`src/rtl/traffic_pkg.sv`:
```
// Shared definitions for the traffic phase controller: phase encodings,
// lamp patterns, timer width and small decode helpers.
package traffic_pkg;

  localparam int REM_W = 7;

  typedef enum logic [2:0] {
    NS_GREEN  = 3'd0,
    NS_YELLOW = 3'd1,
    ALLRED_A  = 3'd2,
    EW_GREEN  = 3'd3,
    EW_YELLOW = 3'd4,
    ALLRED_B  = 3'd5
  } phase_e;

  // Lamp patterns, bit order {R,Y,G}
  localparam logic [2:0] RED = 3'b100;
  localparam logic [2:0] YEL = 3'b010;
  localparam logic [2:0] GRN = 3'b001;

  // Successor in the fixed phase rotation; unknown codes recover to ALLRED_B
  function automatic logic [2:0] next_phase(input logic [2:0] p);
    logic [2:0] n;
    n = ALLRED_B;
    case (p)
      NS_GREEN:  n = NS_YELLOW;
      NS_YELLOW: n = ALLRED_A;
      ALLRED_A:  n = EW_GREEN;
      EW_GREEN:  n = EW_YELLOW;
      EW_YELLOW: n = ALLRED_B;
      ALLRED_B:  n = NS_GREEN;
      default:   n = ALLRED_B;
    endcase
    return n;
  endfunction

  function automatic logic [2:0] ns_lamp(input logic [2:0] p);
    logic [2:0] l;
    l = RED;
    case (p)
      NS_GREEN:  l = GRN;
      NS_YELLOW: l = YEL;
      default:   l = RED;
    endcase
    return l;
  endfunction

  function automatic logic [2:0] ew_lamp(input logic [2:0] p);
    logic [2:0] l;
    l = RED;
    case (p)
      EW_GREEN:  l = GRN;
      EW_YELLOW: l = YEL;
      default:   l = RED;
    endcase
    return l;
  endfunction

endpackage

```
`src/rtl/phase_timer.sv`:
```
// Loadable down counter holding the seconds left in the current phase
// (minus one). Load has priority over decrement; decrement stops at zero.
module phase_timer
  import traffic_pkg::*;
#(
  parameter logic [REM_W-1:0] RST_VAL = '0
) (
  input  logic             clk,
  input  logic             rst,
  input  logic             load,
  input  logic [REM_W-1:0] load_val,
  input  logic             dec,
  output logic [REM_W-1:0] value,
  output logic             zero
);

  logic [REM_W-1:0] cnt_reg;

  // Counter register: reset value, then load, then saturating decrement
  always_ff @(posedge clk) begin
    if (rst) begin
      cnt_reg <= RST_VAL;
    end else if (load) begin
      cnt_reg <= load_val;
    end else if (dec && (cnt_reg != '0)) begin
      cnt_reg <= cnt_reg - 1'b1;
    end
  end

  assign value = cnt_reg;
  assign zero  = (cnt_reg == '0);

endmodule

```
`src/rtl/traffic_phase_ctrl.sv`:
```
// Two-way intersection phase sequencer with pedestrian green cut.
// The FSM and pedestrian latch live here; the seconds countdown is in
// phase_timer.
module traffic_phase_ctrl
  import traffic_pkg::*;
#(
  parameter int pGREEN_NS = 30,
  parameter int pGREEN_EW = 25,
  parameter int pYELLOW   = 3,
  parameter int pALLRED   = 2,
  parameter int pPED_CUT  = 5
) (
  input  logic             clk,
  input  logic             rst,
  input  logic             en,
  input  logic             sec_tick,
  input  logic             ped_req,
  output logic [2:0]       ns_light,
  output logic [2:0]       ew_light,
  output logic [2:0]       phase,
  output logic [REM_W-1:0] remaining,
  output logic             phase_last,
  output logic             ped_pending
);

  localparam logic [REM_W-1:0] NS_M1  = REM_W'(pGREEN_NS - 1);
  localparam logic [REM_W-1:0] EW_M1  = REM_W'(pGREEN_EW - 1);
  localparam logic [REM_W-1:0] YEL_M1 = REM_W'(pYELLOW - 1);
  localparam logic [REM_W-1:0] AR_M1  = REM_W'(pALLRED - 1);
  localparam logic [REM_W-1:0] CUT_M1 = REM_W'(pPED_CUT - 1);

  logic [2:0]       state_reg;
  logic [2:0]       ns_light_reg;
  logic [2:0]       ew_light_reg;
  logic             ped_pending_reg;

  logic             tick;
  logic             is_green;
  logic             illegal;
  logic             enter_yellow;
  logic [2:0]       nxt_phase;
  logic             tmr_load;
  logic             tmr_dec;
  logic [REM_W-1:0] tmr_val;
  logic [REM_W-1:0] tmr_value;
  logic             tmr_zero;

  function automatic logic [REM_W-1:0] dur_m1(input logic [2:0] p);
    logic [REM_W-1:0] d;
    d = AR_M1;
    case (p)
      NS_GREEN:             d = NS_M1;
      EW_GREEN:             d = EW_M1;
      NS_YELLOW, EW_YELLOW: d = YEL_M1;
      default:              d = AR_M1;
    endcase
    return d;
  endfunction

  // Timer control: phase rollover, pedestrian cut, or plain countdown
  always_comb begin
    tick         = sec_tick & en;
    is_green     = (state_reg == NS_GREEN) || (state_reg == EW_GREEN);
    illegal      = (state_reg > ALLRED_B);
    nxt_phase    = next_phase(state_reg);
    enter_yellow = !illegal && tick && tmr_zero && is_green;
    tmr_load     = 1'b0;
    tmr_dec      = 1'b0;
    tmr_val      = dur_m1(nxt_phase);
    if (illegal) begin
      tmr_load = 1'b1;
      tmr_val  = AR_M1;
    end else if (tick) begin
      if (tmr_zero) begin
        tmr_load = 1'b1;
      end else if (is_green && ped_pending_reg && (tmr_value > CUT_M1)) begin
        tmr_load = 1'b1;
        tmr_val  = CUT_M1;
      end else begin
        tmr_dec = 1'b1;
      end
    end
  end

  phase_timer #(
    .RST_VAL (AR_M1)
  ) u_timer (
    .clk      (clk),
    .rst      (rst),
    .load     (tmr_load),
    .load_val (tmr_val),
    .dec      (tmr_dec),
    .value    (tmr_value),
    .zero     (tmr_zero)
  );

  // Phase FSM with registered lamp decode and pedestrian latch (set wins)
  always_ff @(posedge clk) begin
    if (rst) begin
      state_reg       <= ALLRED_B;
      ns_light_reg    <= RED;
      ew_light_reg    <= RED;
      ped_pending_reg <= 1'b0;
    end else begin
      ped_pending_reg <= ped_req | (ped_pending_reg & ~enter_yellow);
      if (illegal) begin
        state_reg    <= ALLRED_B;
        ns_light_reg <= RED;
        ew_light_reg <= RED;
      end else if (tick && tmr_zero) begin
        state_reg    <= nxt_phase;
        ns_light_reg <= ns_lamp(nxt_phase);
        ew_light_reg <= ew_lamp(nxt_phase);
      end
    end
  end

  assign phase       = state_reg;
  assign ns_light    = ns_light_reg;
  assign ew_light    = ew_light_reg;
  assign remaining   = tmr_value;
  assign phase_last  = tmr_zero;
  assign ped_pending = ped_pending_reg;

endmodule

```
`config.mk`:
```
export PLATFORM = sky130hd
export DESIGN_NAME = traffic_phase_ctrl
export DESIGN_NICKNAME = d
export VERILOG_FILES = /design/src/rtl/traffic_pkg.sv /design/src/rtl/phase_timer.sv /design/src/rtl/traffic_phase_ctrl.sv
export SDC_FILE = /design/constraint.sdc
export NUM_CORES = 1
export LEC_CHECK = 0
export ABC_AREA = 1
export CELL_PAD_IN_SITES_DETAIL_PLACEMENT = 1
export CELL_PAD_IN_SITES_GLOBAL_PLACEMENT = 2
export CORE_ASPECT_RATIO = 1.4
export CORE_MARGIN = 5
export CORE_UTILIZATION = 28
export DETAILED_ROUTE_END_ITERATION = 7
export PLACE_DENSITY = 0.87
export SLEW_MARGIN = 15
export SYNTH_ARGS = -nofsm -noshare
export SYNTH_HDL_FRONTEND = slang
export SYNTH_HIERARCHICAL = 1
export SYNTH_SLANG_ARGS = --single-unit
```
`constraint.sdc`:
```
create_clock -name clk -period 4.5 [get_ports clk]
set_input_delay 1.125 -clock clk [delete_from_list [all_inputs] [get_ports clk]]
set_output_delay 1.125 -clock clk [all_outputs]
set_load 0.005 [all_outputs]
```
Yosys cells after proc, flatten, opt, wreduce, memory -nomap -nowiden

Cells that the tools add are included.

Output and inout bits: 18
Register bits: 17
Logic and storage cells: 53
Bits of input ports: 5

Reductions and logical operators: 16
$lt $le $gt $ge: 2
Equal/unequal tests: 7
Mux-type cells: 18
$add $sub $neg: 1
Bitwise logic cells: 4

Operators by type and width:

| cell                  | count |
|---|---|
| $mux W7               | 6 |
| $pmux W3 S5           | 1 |
| $pmux W5 S3           | 1 |
| $pmux W3 S2           | 2 |
| $eq A3 B2 Y1 const B  | 3 |
| $mux W1               | 8 |
| $gt A7 B3 Y1 const B  | 1 |
| $logic_and A1 B1 Y1   | 7 |
| $logic_not A7 Y1      | 1 |
| $reduce_bool A7 Y1    | 1 |
| $sub A7 B1 Y7 const B | 1 |
| $eq A3 B1 Y1 const B  | 2 |
| $eq A3 B3 Y1 const B  | 2 |
| $logic_not A3 Y1      | 2 |
| $reduce_or A2 Y1      | 2 |
| $gt A3 B3 Y1 const B  | 1 |
| $and A1 B1 Y1         | 2 |
| $reduce_bool A2 Y1    | 1 |
| $logic_not A1 Y1      | 1 |
| $logic_or A1 B1 Y1    | 1 |
| $not A1 Y1            | 1 |
| $or A1 B1 Y1          | 1 |

Depth between registers and ports, before layout

Gate-level depths: netlist (run 1).

Word-level depth: 11
Gate-level depth with buffers: 16
Gate-level depth less buffers: 15

Hierarchy

The synthesis (run 1) kept the hierarchy.

Modules (own cells, without submodules):

| module             | cells each | instances | area an instance (µm²) |
|---|---|---|---|
| phase_timer        | 80         | 1         | 520.5 |
| traffic_phase_ctrl | 78         | 1         | 511.7 |

Least setup slack after synthesis (run 1)

No wires, ideal clock.

Kind: register to output
Start point: reg u_timer.cnt_reg[0] (netlist: u_timer/value[0])
End point: out phase_last
Data required time: 3375 ps
Slack: 2368 ps
Data arrival time: 1007 ps
Cell stages (with the launch flop): 7
Path through: dfxtp_1 > inv_1 > ha_1 > nand2_2 > nor2_2 > nand2_4 > inv_1

Cells in the longest elaborated chain, start to end: 1

RTL lines:

| item                   | line                     | RTL |
|---|---|---|
| start, declared        | phase_timer.sv:17        | `logic [REM_W-1:0] cnt_reg;` |
| start signal, assigned | phase_timer.sv:24        | `cnt_reg <= load_val;` |
| start signal, assigned | phase_timer.sv:26        | `cnt_reg <= cnt_reg - 1'b1;` |
| $logic_not A7 Y1       | phase_timer.sv:31        | `assign zero = (cnt_reg == '0);` |
| end, declared          | traffic_phase_ctrl.sv:22 | `output logic phase_last,` |

No other way between the ends.

Worst setup path after layout (run 1)

Same ends and word-level chain as after synthesis.

==> results of run 1 <==
synthesized netlist by cell type:
| master | instances |
|---|---|
| a21oi_1 | 11 |
| a21oi_2 | 2 |
| buf_4 | 1 |
| buf_6 | 1 |
| conb_1 | 1 |
| dfxtp_1 | 17 |
| ha_1 | 1 |
| inv_1 | 15 |
| inv_2 | 5 |
| nand2_1 | 30 |
| nand2_2 | 6 |
| nand2_4 | 3 |
| nand3_1 | 13 |
| nand3_2 | 1 |
| nand3b_1 | 2 |
| nand4_1 | 3 |
| nor2_1 | 25 |
| nor2_2 | 6 |
| nor2_4 | 1 |
| o21ai_0 | 8 |
| o21ai_1 | 5 |
| xor2_1 | 1 |
through the flow:
step / util / instances / setup WS, ps
2_1_floorplan: - / 159 / 2370
3_3_place_gp: 0.357 / 221 / 1640
3_5_place_dp: 0.357 / 221 / 1580
4_1_cts: 0.370 / 225 / 1410
5_1_grt: 0.370 / 225 / 1270
6_report: 0.370 / 225 / 1430
worst max-delay path: stages, from the launching register on:
cell and delay (ps):
dfxtp_1 340, inv_1 190, ha_1 230, nand2_2 90, nor2_2 130, nand2_4 80
inv_1 100, clkdlybuf4s50_1 510
metal layers:
metal,routed length (microns),GRT usage,part of all wire
met4,78,0.0629,0.025
met5,0,0,0
met3,114,0.0220,0.037
met1,1280,0.152,0.42
met2,1610,0.261,0.52
area by class of cell:
type / instances / area, sq um
Fill cell: 473 / 2280
Multi-Input combinational cell: 120 / 602
Sequential cell: 17 / 340
Timing Repair Buffer: 22 / 220
Inverter: 20 / 75.1
Tap cell: 42 / 52.6
Clock buffer: 4 / 45.0
worst min path at each step:
stage	endpoint	slack [ps]
2_1_floorplan	ew_light[1]	460
3_3_place_gp	ew_light[1]	460
3_5_place_dp	ns_light[1]	470
4_1_cts	ns_light[1]	480
5_1_grt	ns_light[1]	500
6_report	ns_light[1]	470
kinds of logic after synthesis:
| kind of cell | after synthesis |
|---|---|
| other | 1 |
| xor gates and xnor gates | 1 |
| DFF | 17 |
| and+or+nand+nor | 90 |
| buffers and inverters | 22 |
| adders and majority gates | 1 |
| AOI/OAI and AO/OA | 26 |
power by group through the flow:
stage          combinational (W)  sequential, W  clock, W
3_3_place_gp            0.000176       0.000191         0
3_5_place_dp            0.000181       0.000192         0
6_report                0.000180       0.000188  0.000117
5_1_grt                 0.000205       0.000192  0.000133
4_1_cts                 0.000183       0.000189  0.000124
2_1_floorplan           0.000115       0.000188         0
==> summary.md, run 1 <==
| Metric | Value |
|---|---|
| Outcome | `finished, final reports clean` |
| R2R cell count | `11` |
| R2R Setup Slk | `2040 ps` |
| Clock skew | `around 3.7 ps` |
| Max-slew violation count | `0` |
| Max IR drop VDD | `roughly 190 uV` |
| Post-DRT Antenna Nets | `0` |
| Layout area overhead | `29.3%` |
| Post-Syn Area | `just over 1000 sq um` |
| Post-CTS Hold Buffers | `0` |
| XOR/XNOR Fraction of Synth Area | `0.00848` |
| Synth Area in Adders | `0.0121` |
| Final period utilization | `0.682` |
| Hold path cells | `2` |
| Sw Ratio | `0.373` |
| Avg WL per Cell | `13.7 microns` |
| Antenna violations before repair | `0` |
| Final Wtd Congestion | `between 0.8 and 0.9` |
| Clk root buf | `clkbuf_8` |
| Global route overflow | `0` |
| IO buf count | `22` |
| 1st-pass router iterations | `4` |
| DR vias | `1100` |
| Worst EP required | `between 3000 and 4000 ps` |
| Worst Tran Pin Value | `680 ps` |
| Largest cells by area after synthesis | `dfxtp_1 (33%), nand2_1 (11%), nor2_1 (9.1%)` |
| Total power | `0.000485 W` |
| Clock transition at path regs | `about 70 ps` |
| Synth Area in Simple Gates | `0.422` |
| Initial Util | `0.286` |
| Min cycle time layout | `~3000 ps` |
| Max Cap Viol | `0` |
| Post-synthesis compound-gate area fraction | `0.133` |
| Iteration-0 DRC Markers | `29` |
| Worst r2r src | `u_timer/value[0]` |
| Largest family of logic cells by synthesized area | `simple AND/OR/NAND/NOR gates` |
| Finished Cell Area | `roughly 1300 sq um` |
| Netlist cell types | `22` |
| Total inserted antenna cells | `0` |
| TritonCTS clock tree | `done` |
| Reg power frac | `0.388` |
| Avg Vias per Cell | `between 4 and 5` |
| Worst hold path type | `reg -> reg` |
| Synth top area share | `0.330` |
| Vias in the first global route | `around 1200` |
| Setup Crit Path Kind | `reg -> out` |
| Power density cells | `between 300 and 400 nW/um^2` |
| Post-Route WL | `3090 microns` |
| CP endpoint | `phase_last` |
| Resize count post-CTS | `0` |
| Synth area leader | `dfxtp_1` |
| Post-DP HPWL | `2500 microns` |
| Largest net degree at the start of global routing | `14` |
| Die width | `around 61 microns` |
| Final hold violation count | `0` |
| Clk network pwr share | `0.241` |
| Total GRT Usage | `0.141` |
| Largest register FFs | `7` |
| Crit Reg-Reg Endpoint | `ped_pending` |
| H-tree levels | `1` |
| CP Launch Type | `register` |
| RSZ-0062 raised after global routing | `no` |
| Most frequent cells in the layout | `nand2_1 (30), nor2_1 (25), clkdlybuf4s50_1 (22)` |
| Achievable Freq | `between 300 and 400 MHz` |
| Top Ports | `23` |
| Int Power | `between 0.0003 and 0.0004 W` |
| Mux share of post-synthesis cell area | `0` |
| CTS Buffer Depth | `2` |
| Clock insertion delay at the later pin of the skew report | `between 200 and 300 ps` |
| Setup violators final | `0` |
| CORE AREA | `roughly 3600 sq um` |
| Yosys warns | `6` |
| Syn_area_per_cell | `roughly 6.5 sq um` |
| DIE AREA | `5020 sq um` |
| Post-DP Area | `~1300 sq um` |
| Logic pwr share | `0.371` |
| Postcts setup bufs | `0` |
| Worst hold slack | `about 470 ps` |
| Critical path arrival | `slightly below 2000 ps` |
| Die height | `slightly above 80 microns` |
| Nets | `190` |
| Setup TNS | `0 ps` |
| Crit-path max FO | `6` |
| Sequential share of the synthesized area | `0.330` |
| Sink Count | `17` |
| Num CTS Buffers | `3` |
| Synth Instances | `~160` |
| Worst rel slew slack | `0.545` |
| Commonest non-fill, non-tap cell in the layout | `nand2_1` |
| Psw | `0.000181 W` |
| Critical Path End Type | `output port` |
| Worst Setup SP | `u_timer/value[0]` |
| Worst hold start | `ns_light[1]` |
| #FFs+latches synth | `17` |
| First-pass GRT wire length | `between 5000 and 6000 microns` |
| FP Rows | `26` |
| Drt drc | `0` |
| Share of layout cells above drive strength 1 | `0.148` |
| Leakage | `approximately 0.58 nW` |
No activity file was read; power rests on OpenSTA's default activity.
==> inputs of run 2 (changes only) <==
--- a/config.mk
+++ b/config.mk
@@ -10,9 +10,9 @@
 export CELL_PAD_IN_SITES_GLOBAL_PLACEMENT = 2
 export CORE_ASPECT_RATIO = 1.4
 export CORE_MARGIN = 5
-export CORE_UTILIZATION = 28
+export CORE_UTILIZATION = 26
 export DETAILED_ROUTE_END_ITERATION = 7
-export PLACE_DENSITY = 0.87
+export PLACE_DENSITY = 0.82
 export SLEW_MARGIN = 15
 export SYNTH_ARGS = -nofsm -noshare
 export SYNTH_HDL_FRONTEND = slang
==> constraint.sdc (replaced) <==
create_clock -name clk -period 3.1 [get_ports clk]
set_input_delay 0.775 -clock clk [delete_from_list [all_inputs] [get_ports clk]]
set_output_delay 0.775 -clock clk [all_outputs]
set_load 0.005 [all_outputs]
==> run 2 against run 1 <==
Against the previous run: flip-flop and latch count unchanged; routed wire length down 1.5%; critical path depth unchanged; clock skew down 2.6 ps; clock power up 45%; combinational power up 41%; non-clock buffer count up 1; register-to-register slack worse by 1300 ps; first-iteration DRC count down 48%; global-route usage down 2.8 points; cell area up 0.66%; critical path type unchanged.
==> summary.md, run 2 (synthesis gave the netlist of run 1 again) <==
| Metric | Value |
|---|---|
| Drt drc | `0` |
| WP buf/inv | `3` |
| Clock skew | `between 1 and 1.5 ps` |
| Final Non-Filler Cells | `227` |
| Post-CTS Hold Buffers | `0` |
| Max-slew violation count | `0` |
| Hold path cells | `2` |
| Postcts setup bufs | `0` |
| Most frequent cells in the layout | `nand2_1 (30), nor2_1 (25), clkdlybuf4s50_1 (22)` |
| Crit-path leading delay family | `buffers and inverters` |
| RSZ-0062 raised after global routing | `no` |
| H-tree levels | `1` |
| Worst EP required | `2320 ps` |
| Sink Count | `17` |
| Largest register FFs | `7` |
| Commonest non-fill, non-tap cell in the layout | `nand2_1` |
| Total inserted antenna cells | `0` |
| Top Ports | `23` |
| Cell Chain, Critical Path | `inv_1 -> ha_1 -> nand2_2 -> nor2_2 -> nand2_4 -> inv_1 -> clkdlybuf4s50_1` |
| 1st-pass router iterations | `4` |
| Worst hold start | `ns_light[1]` |
| Leakage | `0.586 nW` |
| Initial Util | `0.266` |
| Power density cells | `around 520 nW/um^2` |
| Iteration-0 DRC Markers | `15` |
| Post-DP HPWL | `approximately 2500 microns` |
| Worst hold slack | `~470 ps` |
| First-pass GRT wire length | `slightly above 5000 microns` |
| Clock transition at path regs | `70 ps` |
| FP Rows | `27` |
| Multi-input gate area | `between 600 and 700 sq um` |
| Max Cap Viol | `0` |
| Post-DRT Antenna Nets | `0` |
| Worst Tran Pin Value | `606 ps` |
| Avg Vias per Cell | `about 4.8` |
| Num CTS Buffers | `3` |
| Vias in the first global route | `around 1100` |
| Share of layout cells above drive strength 1 | `0.152` |
| Die width | `about 63 microns` |
| Slowest cell on the critical path | `clkdlybuf4s50_1` |
| TritonCTS clock tree | `done` |
| Clk root buf | `clkbuf_8` |
| Min cycle time layout | `between 2000 and 3000 ps` |
| Clock insertion delay at the later pin of the skew report | `between 200 and 300 ps` |
| Hold Path End | `ns_light[1]` |
| Setup Crit Path Kind | `reg -> out` |
| Global route overflow | `0` |
| Die height | `about 85 microns` |
| Crit Reg-Reg Endpoint | `ns_light[2]` |
| Final Wtd Congestion | `0.803` |
| Resize count post-CTS | `0` |
| DIE AREA | `about 5300 sq um` |
| Register Area | `roughly 340 sq um` |
| Worst r2r src | `u_timer/value[0]` |
| Final period utilization | `0.865` |
| DR vias | `1084` |
| Post-Route WL | `slightly above 3000 microns` |
| Placed cells | `~220` |
| R2R Setup Slk | `790 ps` |
| Avg WL per Cell | `between 10 and 15 microns` |
| IO buf count | `22` |
| Achievable Freq | `between 300 and 400 MHz` |
| Critical path arrival | `between 1500 and 2000 ps` |
| Worst hold path type | `reg -> reg` |
| Largest net degree at the start of global routing | `14` |
| Setup violators final | `0` |
| Layout area overhead | `30.2%` |
| Worst rel slew slack | `0.594` |
| Slowest stage delay, CP | `roughly 520 ps` |
| CTS Buffer Depth | `2` |
| R2R cell count | `11` |
| Outcome | `finished, final reports clean` |
| CORE AREA | `just under 4000 sq um` |
| Antenna violations before repair | `0` |
| CP dominant cell by count | `inv_1` |
| Crit-path max FO | `6` |
| Critical Path End Type | `output port` |
| Setup TNS | `0 ps` |
| Total GRT Usage | `0.113` |
| Nets | `roughly 190` |
| # fillers | `506` |
| Max IR drop VDD | `210 uV` |
| Final hold violation count | `0` |
| CP Launch Type | `register` |
## run 2: layer usage
| layer | GRT usage | up-vias | share of wire |
|---|---|---|---|
| met5 | 0 | - | 0 |
| met4 | 0.0416 | 0 | 0.018 |
| met3 | 0.0254 | 6 | 0.041 |
| met2 | 0.216 | 24 | 0.52 |
| met1 | 0.118 | 503 | 0.42 |
| li1 | - | 551 | - |
## run 2: cell type report
class | count | area share
Timing Repair Buffer | 23 | 0.169
Multi-Input combinational cell | 120 | 0.448
Clock buffer | 4 | 0.0335
Tap cell | 43 | 0.0400
Inverter | 20 | 0.0559
Sequential cell | 17 | 0.253
## run 2: power breakdown
| group | leakage (nW) | switching [W] | internal, W |
|---|---|---|---|
| clock | 0.0228 | 0.0000790 | 0.0000913 |
| sequential | 0.139 | 0.0000324 | 0.000240 |
| combinational | 0.425 | 0.000144 | 0.000110 |
| total | 0.586 | 0.000255 | 0.000442 |
## run 2: through the flow
step	utilization	setup slack [ps]	cell area [sq um]	power, W
6_report	0.346	420	1340	0.000697
5_1_grt	0.346	274	1340	0.000753
4_1_cts	0.346	386	1340	0.000711
3_5_place_dp	0.334	624	1300	0.000537
3_3_place_gp	0.334	663	1300	0.000532
2_1_floorplan	-	1180	1040	0.000440
## run 2: worst max path at each step
stage	from	to	cells past startpoint
finish	u_timer/value[0]	phase_last	7
global route	u_timer/value[0]	phase_last	7
CTS	u_timer/value[0]	phase_last	7
detailed placement	sec_tick	ns_light[2]	6
global placement	sec_tick	u_timer/value[2]	8
floorplan	u_timer/value[0]	u_timer/value[5]	14
## run 2: worst reg2reg max path: cells and delay by family (launching register included)
family	cells	cell delay [ps]
simple gates	4	810
buf+inv	4	580
flops	1	330
fa+ha+maj	1	230
compound gates	2	250
==> inputs of run 3 (changes only) <==
--- a/config.mk
+++ b/config.mk
@@ -6,11 +6,9 @@
 export NUM_CORES = 1
 export LEC_CHECK = 0
 export ABC_AREA = 1
-export CELL_PAD_IN_SITES_DETAIL_PLACEMENT = 1
-export CELL_PAD_IN_SITES_GLOBAL_PLACEMENT = 2
 export CORE_ASPECT_RATIO = 1.4
 export CORE_MARGIN = 5
-export CORE_UTILIZATION = 26
+export CORE_UTILIZATION = 49
 export DETAILED_ROUTE_END_ITERATION = 7
 export PLACE_DENSITY = 0.82
 export SLEW_MARGIN = 15
==> run 3 against run 2 <==
Against the previous run: maximum frequency decreased by 2.3%; largest cell class unchanged; highest routed layer unchanged; sequential share of layout area up 1.0 points; clock power shrank 29%; critical path depth stayed put; worst hold slack improved by 2.5 ps; global-route usage grew 6.0 points; total power fell by 7.4%; clock skew hardly changed; utilization increased by 30 points.
==> summary.md, run 3 (synthesis gave the netlist of run 1 again) <==
| Metric | Value |
|---|---|
| Outcome | `finished, final reports clean` |
| Final period utilization | `0.885` |
| Worst hold start | `ns_light[1]` |
| Clock insertion delay at the later pin of the skew report | `approximately 290 ps` |
| Vias in the first global route | `1083` |
| Hold path cells | `2` |
| Largest net degree at the start of global routing | `14` |
| Final worst slack | `roughly 360 ps` |
| Max Cap Viol | `0` |
| Register Area | `340 sq um` |
| Worst r2r src | `u_timer/value[0]` |
| TritonCTS clock tree | `done` |
| Total GRT Usage | `0.173` |
| Total inserted antenna cells | `0` |
| Clk root buf | `clkbuf_4` |
| Post-DRT Antenna Nets | `0` |
| Avg WL per Cell | `~12 microns` |
| Nets | `190` |
| Iteration-0 DRC Markers | `33` |
| Final Wtd Congestion | `0.906` |
| First-pass GRT wire length | `4520 microns` |
| Top Ports | `23` |
| Max-slew violation count | `0` |
| DR vias | `about 1100` |
| Share of layout cells above drive strength 1 | `0.153` |
| CTS Buffer Depth | `2` |
| Total power | `0.000645 W` |
| Commonest non-fill, non-tap cell in the layout | `nand2_1` |
| Min cycle time layout | `about 2700 ps` |
| Die width | `48.8 microns` |
| Worst rel slew slack | `0.598` |
| Power density cells | `~500 nW/um^2` |
| Worst Tran Pin Value | `about 600 ps` |
| Post-Route WL | `~2500 microns` |
| H-tree levels | `1` |
| Final hold violation count | `0` |
| DIE AREA | `3140 sq um` |
| DP Worst Slack | `~630 ps` |
| Setup TNS | `0 ps` |
| R2R cell count | `11` |
| Multi-input gate area | `602 sq um` |
| Worst hold path type | `reg -> reg` |
| Critical Path End Type | `output port` |
| Largest register FFs | `7` |
| Worst EP required | `2320 ps` |
| FP Rows | `19` |
| Num CTS Buffers | `3` |
| Final Non-Filler Cells | `around 200` |
| Initial Util | `0.517` |
| Die height | `64.3 microns` |
| Clock transition at path regs | `100 ps` |
| CP Launch Type | `register` |
| Hold Path End | `ns_light[1]` |
| Antenna violations before repair | `0` |
| 1st-pass router iterations | `5` |
| IO buf count | `22` |
| Setup violators final | `0` |
| Sink Count | `17` |
| Achievable Freq | `364 MHz` |
| Resize count post-CTS | `0` |
| Crit-path max FO | `6` |
| R2R Setup Slk | `720 ps` |
| Avg Vias per Cell | `5.40` |
| Leakage | `between 0.5 and 0.6 nW` |
| RSZ-0062 raised after global routing | `no` |
| Crit Reg-Reg Endpoint | `ped_pending` |
| Finished Cell Area | `around 1300 sq um` |
| Max IR drop VDD | `between 300 and 400 uV` |
| Post-DP Area | `between 1000 and 1500 sq um` |
| Post-DP HPWL | `~2000 microns` |
| Layout area overhead | `25.1%` |
| Placed cells | `200` |
| Critical path arrival | `around 2000 ps` |
| Postcts setup bufs | `0` |
| Setup Crit Path Kind | `reg -> out` |
| CORE AREA | `approximately 2000 sq um` |
| Most frequent cells in the layout | `nand2_1 (30), nor2_1 (25), clkdlybuf4s50_1 (22)` |
| # fillers | `195` |
| Drt drc | `0` |
| Clock skew | `1.00 ps` |
| Post-CTS Hold Buffers | `0` |
| Global route overflow | `0` |
-- run 3: changes by cell type in the layout (fill, tap and decap cells not counted), sizes merged --
cell    delta
clkbuf     -1
clkinv     +1
buf        -1
-- run 3: final cells by class --
type,instances,area share
Multi-Input combinational cell,120,0.466
Sequential cell,17,0.264
Timing Repair Buffer,22,0.171
Inverter,20,0.0581
Tap cell,21,0.0203
Clock buffer,3,0.0174
Clock inverter,1,0.00388
-- run 3: layer usage --
layer  track usage  up-vias  share of wire
met1         0.182      517           0.39
li1              -      551              -
met3        0.0419        6          0.054
met5             0        -              0
met2         0.320       28           0.53
met4        0.0741        0          0.019
-- run 3: stage by stage --
| stage | hold WS (ps) | util |
|---|---|---|
| final | 476 | 0.647 |
| after global routing | 517 | 0.647 |
| after CTS | 477 | 0.647 |
| after detailed placement | 459 | 0.633 |
| after global placement | 455 | 0.633 |
| after floorplan | 460 | - |
-- run 3: worst max-delay path: stages, from the launching register on --
cell and delay, ps:
dfxtp_1 350, inv_1 170, ha_1 240, nand2_2 90, nor2_2 130, nand2_4 90, inv_1 110, clkdlybuf4s50_1 510
-- run 3: worst max path at each step --
stage	to	slack (ps)	start	depth (start not counted)
finish	phase_last	360	u_timer/value[0]	7
global route	phase_last	190	u_timer/value[0]	7
CTS	phase_last	350	u_timer/value[0]	7
detailed placement	ped_pending	630	sec_tick	6
global placement	ped_pending	670	sec_tick	6
floorplan	u_timer/value[5]	1180	u_timer/value[0]	14
-- run 3: power breakdown --
part           switching (W)  leakage, nW  internal, W
clock              0.0000718       0.0177    0.0000479
sequential         0.0000320        0.139     0.000240
combinational       0.000144        0.420     0.000110
total               0.000247        0.577     0.000398
